## src/rtl/alu.sv

```systemverilog
// rtl/alu.sv - RV32I execute-stage ALU with combinational result and registered EX/MEM copy
// Optional zero flag outputs (o_zero, o_zero_q) are present when ALU_FLAGS_EN is defined.
module alu #(
  parameter int DATA_W = 32,
  parameter int OP_W   = 4
) (
  input  logic              i_clk,
  input  logic              i_rst,
  input  logic [DATA_W-1:0] i_op_a,
  input  logic [DATA_W-1:0] i_op_b,
  input  logic [OP_W-1:0]   i_alu_op,
  input  logic              i_valid,
  output logic [DATA_W-1:0] o_alu_data,
  output logic [DATA_W-1:0] o_alu_data_q,
`ifdef ALU_FLAGS_EN
  output logic              o_zero,
  output logic              o_zero_q,
`endif
  output logic              o_valid_q
);

  localparam logic [OP_W-1:0] OP_ADD  = 4'b0000;
  localparam logic [OP_W-1:0] OP_SUB  = 4'b0001;
  localparam logic [OP_W-1:0] OP_SLT  = 4'b0010;
  localparam logic [OP_W-1:0] OP_SLTU = 4'b0011;
  localparam logic [OP_W-1:0] OP_XOR  = 4'b0100;
  localparam logic [OP_W-1:0] OP_OR   = 4'b0101;
  localparam logic [OP_W-1:0] OP_AND  = 4'b0110;
  localparam logic [OP_W-1:0] OP_SLL  = 4'b0111;
  localparam logic [OP_W-1:0] OP_SRL  = 4'b1000;
  localparam logic [OP_W-1:0] OP_SRA  = 4'b1001;

  logic [4:0] shamt;
  logic       lt_signed;
  logic       lt_unsigned;

  // Only the low five bits of operand B select the shift distance.
  assign shamt       = i_op_b[4:0];
  assign lt_signed   = $signed(i_op_a) < $signed(i_op_b);
  assign lt_unsigned = i_op_a < i_op_b;

  always_comb begin
    o_alu_data = '0;
    case (i_alu_op)
      OP_ADD:  o_alu_data = i_op_a + i_op_b;
      OP_SUB:  o_alu_data = i_op_a - i_op_b;
      OP_SLT:  o_alu_data = {{(DATA_W-1){1'b0}}, lt_signed};
      OP_SLTU: o_alu_data = {{(DATA_W-1){1'b0}}, lt_unsigned};
      OP_XOR:  o_alu_data = i_op_a ^ i_op_b;
      OP_OR:   o_alu_data = i_op_a | i_op_b;
      OP_AND:  o_alu_data = i_op_a & i_op_b;
      OP_SLL:  o_alu_data = i_op_a << shamt;
      OP_SRL:  o_alu_data = i_op_a >> shamt;
      OP_SRA:  o_alu_data = $unsigned($signed(i_op_a) >>> shamt);
      default: o_alu_data = '0;
    endcase
  end

`ifdef ALU_FLAGS_EN
  assign o_zero = (o_alu_data == '0);

  always_ff @(posedge i_clk) begin
    if (i_rst) begin
      o_zero_q <= 1'b0;
    end else begin
      o_zero_q <= o_zero;
    end
  end
`endif

  // Data is captured every cycle; downstream qualifies it with o_valid_q.
  always_ff @(posedge i_clk) begin
    if (i_rst) begin
      o_alu_data_q <= '0;
      o_valid_q    <= 1'b0;
    end else begin
      o_alu_data_q <= o_alu_data;
      o_valid_q    <= i_valid;
    end
  end

endmodule

```

## config.mk

```make
export PLATFORM = sky130hd
export DESIGN_NAME = alu
export DESIGN_NICKNAME = d
export VERILOG_FILES = /design/src/rtl/alu.sv
export SDC_FILE = /design/constraint.sdc
export NUM_CORES = 1
export LEC_CHECK = 0
export ABC_AREA = 1
export CORE_UTILIZATION = 60
export CTS_CLUSTER_SIZE = 24
export DETAILED_ROUTE_END_ITERATION = 8
export PLACE_DENSITY = 0.85
export SLEW_MARGIN = 40
export SYNTH_ARGS = -nofsm -noshare
export SYNTH_HDL_FRONTEND = slang
export SYNTH_SLANG_ARGS = --single-unit
```

## constraint.sdc

```tcl
create_clock -name i_clk -period 6.7 [get_ports i_clk]
set_clock_uncertainty 0.2 [all_clocks]
set_input_delay 0.67 -clock i_clk [delete_from_list [all_inputs] [get_ports i_clk]]
set_output_delay 0.67 -clock i_clk [all_outputs]
set_load 0.05 [all_outputs]
```

* Word level (Yosys, flattened, before mapping)
Cells that the tools add are included.
Storage, ports and cells: register bits after elaboration 33, input bits 71, output and inout port bits 65, logic and storage cells 23
Operators by class: $add $sub $neg 2, $lt $le $gt $ge 2, equal/unequal tests 9, shifts and indexed selects 3, multiplexer cells 1, bitwise operators 3, reduce and logical (&&, ||, !) cells 1
Operators by type and width (number):
- case mux 32 bit (10 select lines) | 1
- less-than comparator 32 bit | 2
- adder 32 bit | 1
- AND 32 bit | 1
- OR 32 bit | 1
- left shift 32 x 5 -> 32 bit | 1
- >> shifter 32 x 5 -> 32 bit | 1
- >>> shifter 32 x 5 -> 32 bit | 1
- subtractor 32 bit | 1
- XOR 32 bit | 1
- == test 4 x 3 -> 1 bit (second input constant) | 4
- == test 4 x 2 -> 1 bit (second input constant) | 2
- == test 4 bit (second input constant) | 2
- == test 4 x 1 -> 1 bit (second input constant) | 1
- logical NOT 4 bit | 1

* Depth between registers and ports, before layout
depth after elaboration 2, depth in mapped cells 20, depth with buffers taken out 17

* Worst setup path before layout
No wires, ideal clock.
path type input-to-output, start point input port i_op_b[4], end point output port o_alu_data[9], arrival 3.054 ns, data required time 5.830 ns, slack 2.776 ns, stages 16, path buffers 3, cell sequence buf_2 > clkinv_1 > clkbuf_1 > ha_1 > buf_2 > nand2_1 > inv_1 > nand2_1 > nand2_1 > nand2_1 > nand3b_1 > or2_2 > nand3_1 > nand2_1 > nor2_1 > nand2_1
Between the ends: word-level cells in the longest chain between the ends 2, elaborated cells between the ends (all ways) 6, those cells by class add/sub (2); shift (3); mux (1)
RTL lines:
- from (decl) | RTL line 10 | input logic [DATA_W-1:0] i_op_b,
- subtractor 32 bit, or another cell as far along | RTL line 46 | OP_SUB: o_alu_data = i_op_a - i_op_b;
- case mux 32 bit (10 select lines) * | RTL line 44 | case (i_alu_op)
- to (decl) | RTL line 13 | output logic [DATA_W-1:0] o_alu_data,
Every way passes the cells marked *; elsewhere a longest branch is shown, timed or not.

* Worst setup path in the final report
start point input port i_op_b[4], end point output port o_alu_data[21]
The elaborated chain is that of the path after synthesis.

==> impl_results.md <==
- H-tree depth: 2
- Total gr overflow: 0
- Final wirelength: 48.3 mm
- Post-CTS Repair Setup Buffers: 0
- Setup_tns: 0 ps
- Post-DP HPWL: 38.3 mm
- Largest net degree at the start of global routing: 80
- IO buf count: 135
- Slew Limit Fails: 0
- Ys flop type: dfxtp_1
- Die height: 138 um
- Final Hold Viols: 0
- GP Congestion: 1.17
- Startpoint Class: input port
- Sequential share of the synthesized area: 0.0596
- Pin slew with the least headroom to its limit: 811 ps
- Clock sink count: 33
- Synth Area in Adders: 0.113
- Outcome: complete, no violations
- DIE AREA: 0.0190 mm^2
- Most Frequent Cell on Critical Path: nand2_1
- Buf/Inv on CP: 6
- Drt pass-1 iters: 7
- FF/Latch Area: 661 um^2
- Via-per-instance ratio: 6.19
- Total CTS buffers: 5
- # IOs: 136
- DR iter-0 viols: 2,128
- Post-Place Setup Slack: 1670 ps
- F_max: 186 MHz
- Initial antenna violation count: 0
- RSZ-0062 raised after global routing: no
- Avg Cell Area, Syn: 5.02 um^2
- Detail Route Antenna Nets: 0
- Synth-to-layout area growth: 11.8%
- Synth Area in Compound Gates: 0.107
- WP data required: 5830 ps
- Hold Buf Count CTS: 0
- Cell family with most CP delay: buffers and inverters
- Post-synthesis mux area share: 0
- Wire per inst: 19.4 um
- Clk slew on worst S/H paths: 50 ps
- Unique masters post-synth: 48
- Worst hold path type: input port to register
- Number of global-route vias before repair: 13,974
- # diodes: 0
- Share of layout cells above drive strength 1: 0.0314
- Synth Instances: 2,208
- XOR/XNOR Fraction of Synth Area: 0.00237
- Ys async rst share: 0
- DRC Markers: 0
- Via count: 15,421
- Worst vdd ir: 0.000188 V
- # rows: 49
- Pwr/cell area: 124 mW/mm^2
- Most frequent cells after synthesis: nand2_1, nand3_1, inv_1
- Yosys top cell area share: 0.258
- Post-Synth Simple-Gate Area: 0.558
- First-pass GRT wire length: 73.8 mm
- Static leakage: 7.01 nW
- Post-cts gate resize count: 0
- Ys Warns: 0
- Worst Setup End Kind: output port
- Levels on crit path: 17
- Synth Cell Area: 0.0111 mm^2
- Die width: 138 um
- Setup ws final: 1330 ps
- Tmin final: 5370 ps
- Post-synth EDFFs: 0
- Synth Register Bits: 33
- Largest family of logic cells by synthesized area: simple AND/OR/NAND/NOR gates
- CTS root buffer: clkbuf_16
- Max_cap viols: 0
- Hold Crit Endpoint: o_valid_q$_SDFF_PP0_
- Worst-path cell chain: clkdlybuf4s50_1 > buf_4 > clkinv_1 > ha_1 > inv_1 > a21oi_1 > nand3_1 > nand2_1 > nand3_1 > nand2_1 > nand2_1 > nand2_1 > nand3_1 > nand2_1 > nor2_1 > inv_1 > clkdlybuf4s50_1
- Final nets: 2,434
- Worst EP arrival: 4500 ps
- Biggest area consumer among synthesized cells: nand2_1
- Most numerous cell in the Yosys netlist: nand2_1
- Period utilisation layout: 0.802
- Slew headroom: 0.459
- Longest Clk Path Bufs: 2
- Hold depth: 3
- Worst Hold Launch: i_valid
- Final setup vio count: 0
- GRT Overall Usage: 0.515
- Crit path max fanout: 28
- Area of the multi-input gates: 0.00865 mm^2
- Initial Util: 0.615
- Crit path largest cell delay: 790 ps
- Slowest CP cell: clkdlybuf4s50_1
- CTS tree: done
- Setup CP Type: input port to output port
- Syn nets: 2,378
- Fill cells: 1,825
- Core area: 0.0180 mm^2
- Synth top area cells: nand2_1, nand3_1, ha_1, inv_1, nor2_1
## through the flow
stage	util	cell area (um^2)	total power (W)	hold slack [ps]	cells
floorplan	-	11100	0.000930	577	2208
global placement	0.680	12300	0.00124	992	2486
detailed placement	0.680	12300	0.00126	998	2486
CTS	0.688	12400	0.00149	711	2493
global route	0.688	12400	0.00163	768	2493
finish	0.688	12400	0.00154	711	2493
## worst max-delay path by stage
stage               from        endpoint  slack (ps)
2_1_floorplan  i_op_b[4]   o_alu_data[9]        2780
6_report       i_op_b[4]  o_alu_data[21]        1330
5_1_grt        i_op_b[4]  o_alu_data[21]        1140
3_3_place_gp   i_op_b[4]   o_alu_data[9]        1700
4_1_cts        i_op_b[4]   o_alu_data[9]        1660
3_5_place_dp   i_op_b[4]   o_alu_data[9]        1670
## state kept, by name (all words and copies together) (netlist names)
register,count
o_alu_data_q,32
o_valid_q,1
## cell type report
cell class / count / share of cell area
timing repair buffer: 146 / 0.113
multi-input combinational: 1745 / 0.698
inverter: 333 / 0.101
clock buffer: 7 / 0.0115
sequential: 33 / 0.0533
tap: 229 / 0.0231
## per-layer routing
metal,vias up,part of all wire,GRT usage
met3,317,0.14,0.155
met2,1140,0.42,0.778
met4,0,0.088,0.378
met5,-,0,0
li1,7150,-,-
met1,6814,0.36,0.615
## power breakdown
group	switching, W	internal, W	leakage [nW]
logic	0.000778	0.000317	6.67
registers	0.00000389	0.000211	0.271
clock network	0.0000815	0.000146	0.0700
total	0.000863	0.000674	7.01
## worst min-delay path, stage by stage
cell             delay [ps]
clkdlybuf4s50_1         400
inv_1                    50
nor2_1                   30
## cell usage in the layout (no fill, tap or decap), types with 18 or more instances in the layout
cell | netlist | routed
o22ai_1 | 23 | 23
nand4_1 | 21 | 21
buf_4 | 10 | 18
clkdlybuf4s50_1 | 0 | 125
nand3_1 | 393 | 393
inv_1 | 319 | 318
o21ai_0 | 42 | 42
ha_1 | 97 | 97
nor2_1 | 177 | 177
dfxtp_1 | 33 | 33
nand2_1 | 761 | 761
nor3_1 | 18 | 18
a21oi_1 | 89 | 89
o211ai_1 | 20 | 20
## kinds of logic (layout without fill, tap and decap cells)
kind of cell / Yosys count / count (layout)
adder cells (fa/ha/maj): 99 / 99
XOR/XNOR: 3 / 3
buffers and inverters: 430 / 486
flip-flops: 33 / 33
AND/OR/NAND/NOR: 1434 / 1434
AO/OA/AOI/OAI: 209 / 209
Power figures use the tool's default switching activity.
